`src/rtl/bit_packer_pkg.sv`:
```
// Shared widths, FSM state type and field-mask helper for the MSB-first bit packer.
// Fields of 1..FIELD_W bits are packed into WORD_W-bit words.
package bit_packer_pkg;

  localparam int WORD_W  = 32;
  localparam int FIELD_W = 15;
  localparam int LEN_W   = 4;
  localparam int CNT_W   = 6;
  localparam int ACC_W   = WORD_W + FIELD_W;

  typedef enum logic [0:0] {
    RUN        = 1'b0,
    FLUSH_PEND = 1'b1
  } state_e;

  // Ones in the low len bits; len==0 yields an all-zero mask.
  function automatic logic [FIELD_W-1:0] field_mask(input logic [LEN_W-1:0] len);
    logic [FIELD_W:0] full;
    full = ((FIELD_W+1)'(1) << len) - (FIELD_W+1)'(1);
    return full[FIELD_W-1:0];
  endfunction

endpackage

```
`src/rtl/bit_packer_acc.sv`:
```
// MSB-aligned bit accumulator: appends a masked field below the held bits and
// peels off a full word when one completes.
module bit_packer_acc
  import bit_packer_pkg::*;
(
  input  logic              clock,
  input  logic              reset,
  input  logic              push_i,
  input  logic [LEN_W-1:0]  len_i,
  input  logic [FIELD_W-1:0] data_i,
  input  logic              fresh_i,
  input  logic              drop_i,
  output logic [WORD_W-1:0] held_word_o,
  output logic [WORD_W-1:0] word_o,
  output logic              done_o,
  output logic [CNT_W-1:0]  post_cnt_o,
  output logic [CNT_W-1:0]  cnt_o
);

  logic [ACC_W-1:0]   acc_q;
  logic [ACC_W-1:0]   base;
  logic [ACC_W-1:0]   merged;
  logic [ACC_W-1:0]   post_acc;
  logic [CNT_W-1:0]   cnt_q;
  logic [CNT_W-1:0]   base_cnt;
  logic [CNT_W-1:0]   sum;
  logic [LEN_W-1:0]   len_eff;
  logic [FIELD_W-1:0] field_lj;

  // NOTE: every variable assigned in always_comb gets a value on every path, so no latch is inferred.
  always_comb begin
    len_eff    = push_i ? len_i : '0;
    // Left-justify the field so a single right shift by the fill drops it into place.
    field_lj   = (data_i & field_mask(len_eff)) << (LEN_W'(FIELD_W) - len_eff);
    base       = fresh_i ? '0 : acc_q;
    base_cnt   = fresh_i ? '0 : cnt_q;
    merged     = base | ({field_lj, {WORD_W{1'b0}}} >> base_cnt);
    sum        = base_cnt + CNT_W'(len_eff);
    done_o     = (sum >= CNT_W'(WORD_W));
    post_acc   = done_o ? (merged << WORD_W) : merged;
    post_cnt_o = done_o ? (sum - CNT_W'(WORD_W)) : sum;
  end

  assign word_o      = merged[ACC_W-1 -: WORD_W];
  assign held_word_o = acc_q[ACC_W-1 -: WORD_W];
  assign cnt_o       = cnt_q;

  // NOTE: sequential state uses non-blocking assignments so every register samples pre-edge values.
  always_ff @(posedge clock) begin
    if (reset || drop_i) begin
      acc_q <= '0;
      cnt_q <= '0;
    end else begin
      acc_q <= post_acc;
      cnt_q <= post_cnt_o;
    end
  end

endmodule

```
`src/rtl/bit_packer.sv`:
```
// Packs 1..15-bit fields MSB-first into 32-bit words with a one-cycle push strobe;
// flushin zero-pads and emits the partial word, possibly over two cycles.
module bit_packer
  import bit_packer_pkg::*;
(
  input  logic               clock,
  input  logic               reset,
  input  logic               pushin,
  input  logic [LEN_W-1:0]   lenin,
  input  logic [FIELD_W-1:0] datain,
  input  logic               flushin,
  output logic               pushout,
  output logic [WORD_W-1:0]  dataout,
  output logic [CNT_W-1:0]   fillout
);

  state_e              state_q;
  state_e              state_d;
  logic                pushout_q;
  logic                pushout_d;
  logic [WORD_W-1:0]   dataout_q;
  logic [WORD_W-1:0]   dataout_d;
  logic                fresh;
  logic                drop;
  logic                done;
  logic [WORD_W-1:0]   word;
  logic [WORD_W-1:0]   held_word;
  logic [CNT_W-1:0]    post_cnt;
  logic [CNT_W-1:0]    cnt;

  // The pending word leaves this cycle, so any new field starts an empty accumulator.
  assign fresh = (state_q == FLUSH_PEND);

  bit_packer_acc u_acc (
    .clock       (clock),
    .reset       (reset),
    .push_i      (pushin),
    .len_i       (lenin),
    .data_i      (datain),
    .fresh_i     (fresh),
    .drop_i      (drop),
    .held_word_o (held_word),
    .word_o      (word),
    .done_o      (done),
    .post_cnt_o  (post_cnt),
    .cnt_o       (cnt)
  );

  always_comb begin
    state_d   = RUN;
    pushout_d = 1'b0;
    dataout_d = dataout_q;
    drop      = 1'b0;
    if (state_q == FLUSH_PEND) begin
      pushout_d = 1'b1;
      dataout_d = held_word;
      if (flushin && (post_cnt != '0)) state_d = FLUSH_PEND;
    end else if (done) begin
      pushout_d = 1'b1;
      dataout_d = word;
      // Output port is busy with the completed word; the residual goes out next cycle.
      if (flushin && (post_cnt != '0)) state_d = FLUSH_PEND;
    end else if (flushin && (post_cnt != '0)) begin
      pushout_d = 1'b1;
      dataout_d = word;
      drop      = 1'b1;
    end
  end

  always_ff @(posedge clock) begin
    if (reset) begin
      state_q   <= RUN;
      pushout_q <= 1'b0;
      dataout_q <= '0;
    end else begin
      state_q   <= state_d;
      pushout_q <= pushout_d;
      dataout_q <= dataout_d;
    end
  end

  assign pushout = pushout_q;
  assign dataout = dataout_q;
  assign fillout = cnt;

endmodule

```
`config.mk`:
```
export PLATFORM = sky130hd
export DESIGN_NAME = bit_packer
export DESIGN_NICKNAME = d
export VERILOG_FILES = /design/src/rtl/bit_packer_pkg.sv /design/src/rtl/bit_packer_acc.sv /design/src/rtl/bit_packer.sv
export SDC_FILE = /design/constraint.sdc
export NUM_CORES = 1
export LEC_CHECK = 0
export CORE_ASPECT_RATIO = 0.5
export CORE_MARGIN = 2
export CORE_UTILIZATION = 45
export CTS_CLUSTER_SIZE = 16
export DETAILED_ROUTE_END_ITERATION = 16
export SYNTH_ARGS = -nofsm -noshare
export SYNTH_HDL_FRONTEND = slang
export SYNTH_HIERARCHICAL = 1
export SYNTH_SLANG_ARGS = --single-unit
```
`constraint.sdc`:
```
create_clock -name clock -period 5.4 [get_ports clock]
set_input_delay 1.08 -clock clock [delete_from_list [all_inputs] [get_ports clock]]
set_output_delay 1.08 -clock clock [all_outputs]
set_load 0.02 [all_outputs]
```
After elaboration in Yosys (flattened, before gate mapping)
Cells that the tools add are included.
{ "word_totals": {"reg_bits": 87, "inputBits": 23, "word_cells": 36, "out_inout_bits": 39} }
{ "classes": {"muxes": 15, "add_sub_neg": 4, "shift": 3, "n_bitwise": 2, "magnitude_cmp": 1, "reduce_logical": 5} }
{ "ops": {"columns": ["cell", "count"], "rows": [
  ["two-way mux 32 bit", 3],
  ["two-way mux 47 bit", 2],
  ["OR 47 bit", 1],
  [">> shifter 47 x 6 -> 47 bit", 1],
  ["bitwise AND 15 bit", 1],
  ["<< shifter 1 x 4 -> 15 bit, first input constant", 1],
  ["<< shifter 15 x 4 -> 15 bit", 1],
  ["subtractor 15 x 2 -> 15 bit, second input constant", 1],
  ["two-way mux 6 bit", 2],
  ["two-way mux 1 bit", 7],
  ["adder 6 x 4 -> 6 bit", 1],
  ["greater-or-equal comparator 6 bit, second input constant", 1],
  ["nonzero test 6 bit", 1],
  ["subtractor 6 bit, second input constant", 1],
  ["two-way mux 4 bit", 1],
  ["subtractor 4 bit, first input constant", 1],
  ["nonzero test 3 bit", 1],
  ["OR reduction 2 bit", 1],
  ["logical AND 1 bit", 1],
  ["logical OR 1 bit", 1]
]} }

Logic depth before layout (Yosys ltp)
Gate-level depths: netlist of run 1.
{ "depth": {"word_depth": 11, "mapped_depth": 19, "depth_no_buf": 15} }

Cells and area by module
Netlist of run 1, hierarchy kept.
{ "by_module_without_submodules": {"columns": ["mod", "n_inst", "seq_area_each_um2", "cells_each", "area_per_inst_um2"], "rows": [
  ["bit_packer_acc", 1, 1061.0, 732, 5331.4],
  ["bit_packer", 1, 680.7, 184, 1838.0]
]} }

Worst setup path before layout of run 1
No wires, ideal clock.
{ "synth_timing": {"path_type": "input to register", "from": "input lenin[1]", "to": "register dataout_q[3], in the netlist dataout[3]", "t_arrival_ps": 4617, "setup_time_ps": 121, "cell_stages": 19, "setup_slack_ps": 663, "required_ps": 5279, "n_path_buf": 5, "path_cell_list": "buf_4 > buf_2 > buf_2 > o41a_1 > ha_1 > buf_1 > nor4b_1 > a31oi_1 > o211ai_2 > a221oi_1 > nor2_1 > nor4_4 > nor2_2 > a2111oi_2 > nor3_1 > buf_4 > mux2i_1 > nor2_1 > mux2_2"} }
{ "synth_between": {"elab_chain_len": 10, "elab_cells_between_ends": 18, "classes_between": "add/sub (4); order compare (1); shift (3); mux (5); bitwise (2); reduce/logical (3)"} }
{ "synth_lines": {"columns": ["item", "line", "text"], "rows": [
  ["start, declared", "bit_packer.sv:9", "input logic [LEN_W-1:0] lenin,"],
  ["two-way mux 4 bit *", "bit_packer_acc.sv:32", "len_eff = push_i ? len_i : '0;"],
  ["<< shifter 1 x 4 -> 15 bit", "bit_packer_pkg.sv:19", "full = ((FIELD_W+1)'(1) << len) - (FIELD_W+1)'(1);"],
  ["subtractor 15 x 2 -> 15 bit", "bit_packer_pkg.sv:19", null],
  ["bitwise AND 15 bit", "bit_packer_acc.sv:34", "field_lj = (data_i & field_mask(len_eff)) << (LEN_W'(FIELD_W) - len_eff);"],
  ["<< shifter 15 x 4 -> 15 bit *", "bit_packer_acc.sv:34", null],
  [">> shifter 47 x 6 -> 47 bit *", "bit_packer_acc.sv:37", "merged = base | ({field_lj, {WORD_W{1'b0}}} >> base_cnt);"],
  ["OR 47 bit *", "bit_packer_acc.sv:37", null],
  ["named net u_acc.merged[18]", "bit_packer_acc.sv:22", "logic [ACC_W-1:0] merged;"],
  ["two-way mux 32 bit", "bit_packer.sv:63", "end else if (flushin && (post_cnt != '0)) begin"],
  ["two-way mux 32 bit *", "bit_packer.sv:58", "end else if (done) begin"],
  ["two-way mux 32 bit *", "bit_packer.sv:54", "if (state_q == FLUSH_PEND) begin"],
  ["end signal, assigned", "bit_packer.sv:78", "dataout_q <= dataout_d;"],
  ["end, declared", "bit_packer.sv:21", "logic [WORD_W-1:0] dataout_q;"]
]} }
Mark *: on every way through the listed nets, which the timed path passes. The rest lies on a longest branch. The select of a mux whose other input is x is not followed.
A chain may end at the register's enable or synchronous reset.

Worst setup path in the final report of run 1
{ "layout_timing": {"from": "input lenin[2]", "to": "register dataout_q[9], in the netlist dataout[9]"} }
{ "layout_between": {"elab_chain_len": 10, "elab_cells_between_ends": 18, "classes_between": "add/sub (4); order compare (1); shift (3); mux (5); bitwise (2); reduce/logical (3)"} }
{ "layout_lines": {"columns": ["item", "line", "text"], "rows": [
  ["two-way mux 4 bit *", "bit_packer_acc.sv:32", null],
  ["<< shifter 1 x 4 -> 15 bit", "bit_packer_pkg.sv:19", null],
  ["subtractor 15 x 2 -> 15 bit", "bit_packer_pkg.sv:19", null],
  ["bitwise AND 15 bit", "bit_packer_acc.sv:34", null],
  ["<< shifter 15 x 4 -> 15 bit *", "bit_packer_acc.sv:34", null],
  [">> shifter 47 x 6 -> 47 bit *", "bit_packer_acc.sv:37", null],
  ["OR 47 bit *", "bit_packer_acc.sv:37", null],
  ["named net word[9]", "bit_packer.sv:26", "logic [WORD_W-1:0] word;"],
  ["two-way mux 32 bit", "bit_packer.sv:63", null],
  ["two-way mux 32 bit *", "bit_packer.sv:58", null],
  ["two-way mux 32 bit *", "bit_packer.sv:54", null]
]} }
Marks and branches as above.

==> results of run 1 <==
-- worst min-delay path by stage --
stage	start	end	slack [ps]	cells past startpoint
after global routing	u_acc/acc_q[1]	u_acc/acc_q[1]	500	2
after detailed placement	u_acc/acc_q[1]	u_acc/acc_q[1]	460	2
after floorplan	u_acc/acc_q[13]	u_acc/acc_q[13]	440	2
final	u_acc/acc_q[1]	u_acc/acc_q[1]	480	2
after global placement	u_acc/acc_q[1]	u_acc/acc_q[1]	460	2
after CTS	u_acc/acc_q[1]	u_acc/acc_q[1]	470	2
-- cell usage in the layout (no fill, tap or decap), types with 8 or more instances in the layout --
cell type / netlist / routed
nor3_1: 22 / 22
mux2_2: 35 / 35
dfxtp_1: 87 / 86
nor2b_1: 43 / 43
clkdlybuf4s50_1: 0 / 60
nor2_1: 109 / 108
nand3_1: 23 / 23
a211oi_1: 14 / 14
o32ai_1: 10 / 10
o211ai_1: 12 / 12
o21ai_0: 25 / 25
nand2_1: 88 / 88
a31oi_1: 9 / 9
and2_1: 14 / 14
mux2i_1: 38 / 38
nand2b_1: 10 / 10
clkbuf_16: 0 / 9
a22o_1: 13 / 13
buf_4: 71 / 48
inv_1: 13 / 13
a21o_1: 8 / 8
a21oi_1: 47 / 47
nor4_1: 8 / 8
o2bb2ai_1: 12 / 12
-- area by class of cell --
| type | instances | area, sq um | area share |
|---|---|---|---|
| multi-input combinational | 688 | 4570 | 0.578 |
| sequential | 87 | 1740 | 0.221 |
| timing repair buffer | 110 | 986 | 0.125 |
| tap | 204 | 255 | 0.0323 |
| clock buffer | 9 | 225 | 0.0285 |
| clock inverter | 6 | 68.8 | 0.00871 |
| inverter | 15 | 56.3 | 0.00713 |
-- power by group through the flow --
stage	clock (mW)	combinational [mW]	sequential, mW
6_report	0.630	0.712	0.712
5_1_grt	0.667	0.759	0.717
4_1_cts	0.642	0.696	0.712
3_3_place_gp	0	0.694	0.725
2_1_floorplan	0	0.483	0.740
3_5_place_dp	0	0.693	0.726
-- sequential cells by signal, summed over array words and instances (netlist names) --
name	flops
dataout	32
fresh	1
pushout	1
u_acc/acc_q	47
u_acc/cnt_o	6
-- cell families (layout without fill, tap and decap cells) --
group           Yosys count  after routing  share of synthesized area
compound gates          243            243                      0.266
xor+xnor                  7              7                    0.00855
fa+ha+maj                 4              4                    0.00663
buf+inv                 142            140                      0.121
flops                    87             87                      0.243
mux                      75             75                      0.112
other cells               1              2                   0.000523
simple gates            357            357                      0.243
-- per-stage QoR --
stage,hold slack [ps],total power [mW],cell area [sq um]
5_1_grt,501,2.14,7900
3_5_place_dp,464,1.42,7610
3_3_place_gp,456,1.42,7610
2_1_floorplan,436,1.22,7170
4_1_cts,474,2.05,7900
6_report,480,2.05,7900
-- worst reg2reg max path, stage by stage (launching register included) --
cell	delay, ps
dfxtp_1	600
nand2_1	100
buf_4	230
inv_1	460
ha_1	390
o311ai_0	450
or2_1	380
nand2_1	140
inv_2	160
nor3_1	80
or2_2	440
nor2_2	130
nand2_1	230
nor3_1	210
-- per-layer routing --
metal,share of wire,up-vias
met1,0.45,3310
met4,0.028,0
met3,0.10,58
li1,-,3273
met2,0.42,409
met5,0,-
==> impl_results.md, run 1 <==
- Outcome: complete, no violations
- Yosys top cell by area: dfxtp_1
- CTS Hold Bufs: 0
- Cell family with most CP delay: compound AO/OA/AOI/OAI gates
- Fin. max-slew vios: 0
- Final setup violation count: 0
- Final Hold Fails: 0
- Critical Path End: dataout[9]
- Crit path top cell by count: nor2_1
- Syn Inst Count: 916
- Slowest stage cell, crit path: clkdlybuf4s50_1
- Leakage Power: approximately 2.9 nW
- DIE HEIGHT: 93.3 microns
- Row count: 32
- ANT nets after route: 0
- Clk sinks: 87
- Peak VDD IR: between 0.1 and 0.15 mV
- Routed vias: 7050
- Iteration-0 DRC Markers: roughly 760
- Fin Setup TNS: 0 ps
- Worst Setup SP: lenin[2]
- Asr flop ratio synth: 0
- Clk_skew: roughly 7 ps
- Switching power: between 0.7 and 0.8 mW
- Startpoint Class: primary input
- Num ports: 62
- IO buf count: 61
- FF-to-FF End: u_acc/acc_q[21]
- Core Area: 15500 sq um
- Met2 Resource Use GR: 0.450
- Fin crit share: 0.945
- Number of setup buffers added after CTS: 0
- GR peak layer: met2
- Initial antenna violation count: 0
- Post-synthesis sequential area ratio: 0.243
- Fin crit period: between 5000 and 6000 ps
- Worst relative slew slack: 0.361
- Number of global-route vias before repair: around 6400
- RSZ-0062 raised after global routing: no
- Worst EP required: 5630 ps
- Routed WL per cell: 21.7 microns
- Top-area cell type share of the netlist area: 0.243
- Top area cells in the synthesized netlist: dfxtp_1 (24%), buf_4 (7.4%), nor2_1 (5.7%)
- Seq pwr share: 0.346
- CP arrival: 5330 ps
- Number of synthesized register bits: just under 90
- Commonest cells in the netlist: nor2_1 (109), nand2_1 (88), dfxtp_1 (87)
- Clk Latency, worst-skew pair: 340 ps
- Internal power: ~1.3 mW
- Nets: between 900 and 1000
- Yosys warns: 6
- Initial Util: 0.463
- CP Buf/Inv Count: 2
- Least-Margin Pin Slew: around 950 ps
- Max incr delay on CP: approximately 470 ps
- Root Buffer: clkbuf_16
- Fin worst setup slack: just under 300 ps
- ANT cells: 0
- Crit. End Element: flip-flop
- Critical R2R Launch: u_acc/cnt_o[3]
- Final wirelength: about 24000 microns
- Inst Count DP: 1104
- Mapped cell area: 7170 sq um
- Clk pwr share: 0.307
- Post-synth top flop: dfxtp_1
- CP Class: in -> reg
- EDFF count, synth: 0
- CP Cell Sequence: clkdlybuf4s50_1, buf_4, nor2_1, nand3_1, ha_1, nor4b_1, a31oi_1, o211ai_2, a221oi_1, o32ai_1, o21ai_1, mux2i_1, a221oi_1, nor2_1, mux2i_1, nor2_1, mux2_2
- Layout area overhead: 10.2%
- R2R depth: 13
- Post-CTS Resized: 0
- PwrDens: 260 nW/um^2
- Syn Area/Cell: 7.83 sq um
- Total grt overflow: 0
- TritonRoute pass-1 iters: 5
- DR vias/cell: roughly 6.3
- Logic gate share of total power: 0.347
- Largest net degree at the start of global routing: 65
- Hpwl dp: 17900 microns
- Fin util: 0.510
- Share of cells above drive strength 1: 0.152
- Met1 Track Usage GR: 0.396
- Die ar.: around 17000 sq um
- Setup WS pre-CTS: ~47 ps
- H-tree depth: 3
- Worst min path class: reg -> reg
- Overall routing resource usage: 0.287
- # fillers: 1505
- Crit-path max FO: 14
- Met3 Use GR: 0.0631
- Switching share of power: 0.362
- Clk buf depth: 2
- Most common cell in the netlist: nor2_1
- Stages on worst setup path: 17
- Global-route wire length before repair: between 30000 and 40000 microns
- F_max: around 200 MHz
- Die width: 183 microns
- Non-filler cells in the finished layout: 1119
- Clock transition at path regs: around 70 ps
- Reg2reg setup slack: 1310 ps
- Cell variety after synth: 98
- Total of max-cap violations: 0
- TritonCTS Buffers: 9
- CTS tree: yes
- RD Place Congestion: a little under 1
- Residual DRC count: 0
(Power assumes the default switching activity.)
==> inputs of run 2 (changes only) <==
--- a/config.mk
+++ b/config.mk
@@ -6,7 +6,6 @@
 export NUM_CORES = 1
 export LEC_CHECK = 0
 export CORE_ASPECT_RATIO = 0.5
-export CORE_MARGIN = 2
 export CORE_UTILIZATION = 45
 export CTS_CLUSTER_SIZE = 16
 export DETAILED_ROUTE_END_ITERATION = 16
==> run 2 against run 1 <==
Effect of this change:
- via count shrank 2.1%
- final cell count shrank 0.80%
- sequential power is essentially flat
- highest routed layer unchanged
- critical endpoint is now dataout[17]
- combinational power shrank 2%
- register-to-register slack lost 230 ps
- sequential share of layout area grew 0.18 points
- clock power grew 3.3%
- fmax grew 4.9%
==> impl_results.md, run 2 (synthesis results as in run 1) <==
- TritonCTS Buffers: 9 (unchanged)
- Largest register FFs: 47 (unchanged)
- Largest net degree at the start of global routing: 69 (+6.2%)
- CTS tree: yes
- Critical R2R Launch: u_acc/cnt_o[3]
- Commonest cells after routing, fill and taps aside: nor2_1 (108), nand2_1 (88), dfxtp_1 (86)
- Total of max-cap violations: 0 (unchanged)
- Number of setup buffers added after CTS: 0 (unchanged)
- Initial Util: 0.463 (unchanged)
- Die width: 181 microns (-1.1%)
- Final setup violation count: 0 (unchanged)
- Leakage Power: 2.88 nW (-1.5%)
- Num ports: 62 (unchanged)
- CP arrival: 5100 ps (-230 ps)
- CP Class: in -> reg
- IO buf count: 61 (unchanged)
- Routed vias: 6901 (-2.1%)
- ANT nets after route: 0 (unchanged)
- Crit-path max FO: 4 (-10)
- Clk_skew: 2.85 ps (-4.14 ps)
- Core Area: 15500 sq um (unchanged)
- Worst min path class: reg -> reg
- Reg with most FFs: u_acc/acc_q
- Clock transition at path regs: 70 ps (about the same)
- Share of cells above drive strength 1: 0.143 (-0.00842)
- Global-route wire length before repair: 37400 microns (-0.13%)
- Hold_sp: u_acc/acc_q[1]
- Overall routing resource usage: 0.291 (+0.00401)
- RD Place Congestion: 1.01 (+1.9%)
- Outcome: complete, no violations
- Worst Setup SP: lenin[2]
- Inst Count DP: 1094 (-0.91%)
- Design Area, Final: 7840 sq um (-0.81%)
- Fin Setup TNS: 0 ps (unchanged)
- Hpwl dp: 17400 microns (-2.8%)
- PwrDens: 263 nW/um^2 (+1.1%)
- Fin crit period: 4860 ps (-240 ps)
- Layout area overhead: 9.32%
- Residual DRC count: 0 (unchanged)
- Clk sinks: 87 (unchanged)
- RSZ-0062 raised after global routing: no
- TritonRoute pass-1 iters: 6 (+1)
- Root Buffer: clkbuf_16
- DR vias/cell: 6.22 (-1.3%)
- Dpl cell area: 7530 sq um (-0.99%)
- Fin crit share: 0.900 (-0.0445)
- Nets: 927 (-1.1%)
- Worst EP required: 5630 ps (about the same)
- F_max: 206 MHz (+4.9%)
- Total grt overflow: 0 (unchanged)
- H-tree depth: 3 (unchanged)
- Die ar.: 16500 sq um (-3.2%)
- Clk Latency, worst-skew pair: 340 ps (about the same)
- Row count: 32 (unchanged)
- Post-CTS Resized: 0 (unchanged)
- DIE HEIGHT: 91.3 microns (-2.1%)
- Number of global-route vias before repair: 6330 (-0.38%)
- Iteration-0 DRC Markers: 997 (+32%)
- Non-filler cells in the finished layout: 1110 (-0.80%)
- Worst relative slew slack: 0.146 (-0.215)
- Clk buf depth: 2 (unchanged)
- Initial antenna violation count: 1 (+1)
- Crit. End Element: flip-flop
- CTS Hold Bufs: 0 (unchanged)
- Final Hold Fails: 0 (unchanged)
- Routed WL per cell: 21.4 microns (-1.7%)
- Commonest non-fill, non-tap cell in the layout: nor2_1
- Least-Margin Pin Slew: 1280 ps (+323 ps)
- Final wirelength: 23700 microns (-2.5%)
- Fin. max-slew vios: 0 (unchanged)
- ANT cells: 0 (unchanged)
- Peak VDD IR: 0.127 mV (+5.3%)
- Startpoint Class: primary input
run 2: cell type report:
| type | count | area [sq um] |
|---|---|---|
| clock buffers | 9 | 225 |
| clock inverters | 7 | 80.1 |
| fillers | 1575 | 7660 |
| inverters | 15 | 56.3 |
| multi-input cells | 688 | 4570 |
| flip-flops and latches | 87 | 1740 |
| well taps | 204 | 255 |
| repair buffers | 100 | 911 |
run 2: metrics by stage:
step | utilization | setup slack (ps) | hold slack [ps] | power, mW
after floorplan | - | 663 | 436 | 1.22
after global placement | 0.486 | 224 | 454 | 1.41
after detailed placement | 0.486 | 229 | 452 | 1.40
after CTS | 0.506 | 575 | 464 | 2.05
after global routing | 0.506 | 339 | 494 | 2.15
final | 0.506 | 538 | 465 | 2.06
run 2: where the power goes:
| part | internal [mW] | switching (mW) | leakage (nW) |
|---|---|---|---|
| Sequential | 0.680 | 0.0315 | 0.706 |
| Combinational | 0.262 | 0.435 | 2.03 |
| Clock | 0.365 | 0.285 | 0.148 |
run 2: worst paths after layout:
kind	endpoint	slack, ps	cells past startpoint
max	dataout[17]	540	16
min	u_acc/acc_q[1]	470	2
max reg2reg	dataout[4]	1080	13
min reg2reg	u_acc/acc_q[1]	470	2
run 2: routing by layer:
layer | global-route usage | share of wire | vias up
li1 | - | - | 3242
met1 | 0.427 | 0.47 | 3213
met2 | 0.426 | 0.41 | 394
met3 | 0.0578 | 0.094 | 52
met4 | 0.0805 | 0.022 | 0
met5 | 0 | 0 | -
run 2: worst max-delay path: stages:
cell	delay (ps)
clkdlybuf4s50_1	450
o41a_1	440
ha_1	310
and3b_1	220
o21a_1	230
a22oi_2	200
a21bo_1	260
mux2_2	310
a211oi_4	370
mux2i_1	230
buf_4	230
nor2_1	130
o32ai_1	110
mux2i_1	170
nor2_1	60
mux2_2	280
==> inputs of run 3 (changes only) <==
--- a/config.mk
+++ b/config.mk
@@ -6,9 +6,10 @@
 export NUM_CORES = 1
 export LEC_CHECK = 0
 export CORE_ASPECT_RATIO = 0.5
-export CORE_UTILIZATION = 45
+export CORE_UTILIZATION = 54
 export CTS_CLUSTER_SIZE = 16
 export DETAILED_ROUTE_END_ITERATION = 16
+export PLACE_DENSITY = 0.78
 export SYNTH_ARGS = -nofsm -noshare
 export SYNTH_HDL_FRONTEND = slang
 export SYNTH_HIERARCHICAL = 1
==> constraint.sdc (replaced) <==
create_clock -name clock -period 4.37 [get_ports clock]
set_input_delay 0.874 -clock clock [delete_from_list [all_inputs] [get_ports clock]]
set_output_delay 0.874 -clock clock [all_outputs]
set_load 0.02 [all_outputs]
==> run 3 against run 2 <==
Effect of this change:
- via count increased by 8.2%
- clock power increased by 38%
- non-clock buffer count increased by 104
- setup slack got worse by 480 ps
- flip-flop and latch count unchanged
- core utilization increased by 19 points
- worst hold slack got worse by 2.1 ps
- final cell count increased by 6.2%
- largest cell class unchanged
==> impl_results.md, run 3 (synthesis results as in run 1) <==
- Max incr delay on CP: 900 ps (+450 ps)
- CP Class: in -> reg
- Dpl cell area: 8280 sq um (+10%)
- Least-Margin Pin Slew: 1190 ps (-90.6 ps)
- Setup WS pre-CTS: -333 ps (-562 ps)
- Outcome: complete, no violations
- Commonest non-fill, non-tap cell in the layout: buf_4
- Crit. End Element: flip-flop
- Worst hold endpoint: u_acc/acc_q[1]
- Critical R2R Launch: u_acc/cnt_o[3]
- Num ports: 62 (unchanged)
- Die ar.: 13800 sq um (-16%)
- Reg2reg setup slack: 850 ps (-230 ps)
- Layout area overhead: 24.6%
- Fin worst setup slack: 55.9 ps (-482 ps)
- Root Buffer: clkbuf_16
- TritonRoute pass-1 iters: 5 (-1)
- Hpwl dp: 18200 microns (+4.8%)
- Number of global-route vias before repair: 6860 (+8.4%)
- FF-to-FF End: u_acc/acc_q[41]
- Final setup violation count: 0 (unchanged)
- Clock transition at path regs: 70 ps (about the same)
- Nets: 1031 (+11%)
- Hold depth: 2 (unchanged)
- Total of max-cap violations: 0 (unchanged)
- Worst Setup SP: pushin
- Largest register FFs: 47 (unchanged)
- IO buf count: 61 (unchanged)
- Routed WL per cell: 20.9 microns (-2.0%)
- Slowest stage cell, crit path: nor4_1
- CP arrival: 4610 ps (-490 ps)
- Reg with most FFs: u_acc/acc_q
- Non-filler cells in the finished layout: 1179 (+6.2%)
- Row count: 29 (-9.4%)
- Initial Util: 0.560 (+0.0970)
- ANT cells: 0 (unchanged)
- Cell family with most CP delay: simple AND/OR/NAND/NOR gates
- Crit-path max FO: 4 (unchanged)
- Pwr Total: 2.81 mW (+36%)
- Commonest cells after routing, fill and taps aside: buf_4 (140), nor2_1 (106), nand2_1 (88)
- Routed vias: 7470 (+8.2%)
- TritonCTS Buffers: 9 (unchanged)
- Worst relative slew slack: 0.201 (+0.0549)
- Worst min path class: reg -> reg
- Clk_skew: 7.35 ps (+4.50 ps)
- Startpoint Class: primary input
- Hold_sp: u_acc/acc_q[1]
- Design Area, Final: 8930 sq um (+14%)
- ANT nets after route: 0 (unchanged)
- Inst Count DP: 1156 (+5.7%)
- Final Hold Fails: 0 (unchanged)
- CTS tree: yes
- Initial antenna violation count: 1 (unchanged)
- Worst EP required: 4660 ps (-970 ps)
- F_max: approximately 230 MHz
- Global-route wire length before repair: 38100 microns (+2.0%)
- Share of cells above drive strength 1: 0.265 (+0.121)
- Clk buf depth: 2 (unchanged)
- DIE HEIGHT: 83.5 microns (-8.5%)
- Die width: 165 microns (-8.6%)
- Core Area: 12800 sq um (-17%)
- Fin crit period: about 4300 ps
- Fin crit share: 0.987
- Residual DRC count: 0 (unchanged)
- CP Cell Sequence: clkdlybuf4s50_1, and2_1, nand3_2, ha_4, and3b_2, o21a_1, buf_4, buf_4, a21oi_1, buf_4, nor4_1, a21oi_1, nor2_1, nor2_1, nor3_1, mux2i_1, nor2_1, mux2_2
- PwrDens: 315 nW/um^2 (+20%)
- CP Buf/Inv Count: 4 (+2)
- Peak VDD IR: 0.303 mV (+140%)
- Overall routing resource usage: 0.360 (+0.0690)
- Clk sinks: 87 (unchanged)
- H-tree depth: 3 (unchanged)
- Min Hold Slack: 463 ps (-2.14 ps)
- Total grt overflow: 0 (unchanged)
- Largest net degree at the start of global routing: 54 (-22%)
- Clk Latency, worst-skew pair: 340 ps (about the same)
- DR vias/cell: 6.34 (+1.9%)
- Iteration-0 DRC Markers: 807 (-19%)
- Fin. max-slew vios: 0 (unchanged)
- RD Place Congestion: 1.03 (+1.4%)
- Leakage Power: 3.50 nW (+21%)
- Final wirelength: 24700 microns (+4.0%)
- R2R depth: 14 (+1)
-- run 3: cell count changes in the layout (fill, tap and decap cells not counted), sizes merged --
cell,change
bufinv,+2
inv,-1
buf,+104
clkinv,-1
clkdlybuf4s50,-3
clkinvlp,-1
dlymetal6s2s,+3
-- run 3: where the power goes --
part | switching [mW] | internal, mW | total [mW]
registers | 0.0401 | 0.841 | 0.881
clock network | 0.335 | 0.561 | 0.896
logic | 0.589 | 0.444 | 1.03
-- run 3: how the worst max path moves through the flow --
stage                        endpoint  slack (ps)  cells past startpoint
after global routing      dataout[17]         -30                     18
after global placement     dataout[5]        -260                     16
after floorplan            dataout[9]          10                     17
after detailed placement  dataout[18]        -330                     16
final                      dataout[3]          60                     18
after CTS                  dataout[2]          20                     15
-- run 3: cell type report --
class	instances	area, sq um
Multi-Input combinational cell	688	4850
Tap cell	170	213
Clock inverter	6	116
Fill cell	1055	3880
Clock buffer	9	225
Sequential cell	87	1740
Timing Repair Buffer	204	1720
Inverter	15	56.3
-- run 3: routing by layer --
| metal | wire length [microns] | GRT usage |
|---|---|---|
| met5 | 10 | 0 |
| met3 | 2410 | 0.0710 |
| met2 | 10600 | 0.549 |
| met1 | 10700 | 0.495 |
| met4 | 953 | 0.146 |
-- run 3: metrics by stage --
| stage | TNS [ps] | utilization |
|---|---|---|
| 4_1_cts | 0 | 0.674 |
| 3_5_place_dp | -6870 | 0.647 |
| 3_3_place_gp | -5310 | 0.647 |
| 5_1_grt | -56.3 | 0.697 |
| 2_1_floorplan | 0 | - |
| 6_report | 0 | 0.697 |
-- run 3: worst register-to-register path, delay by kind of cell (launching register included) --
family / cells / cell delay (ps)
and+or+nand+nor: 6 / 1350
DFF: 1 / 620
AOI/OAI and AO/OA: 3 / 530
buffers and inverters: 3 / 480
adders and majority gates: 1 / 300
xor gates and xnor gates: 1 / 190
-- run 3: timing repair --
item | CTS | global route
hold buffers | 0 | 0
setup buffers | 0 | 8
cloned | 0 | 0
endpoints found under the setup margin | 1 | 31
pin swaps | 0 | 24
resized for setup | 1 | 46
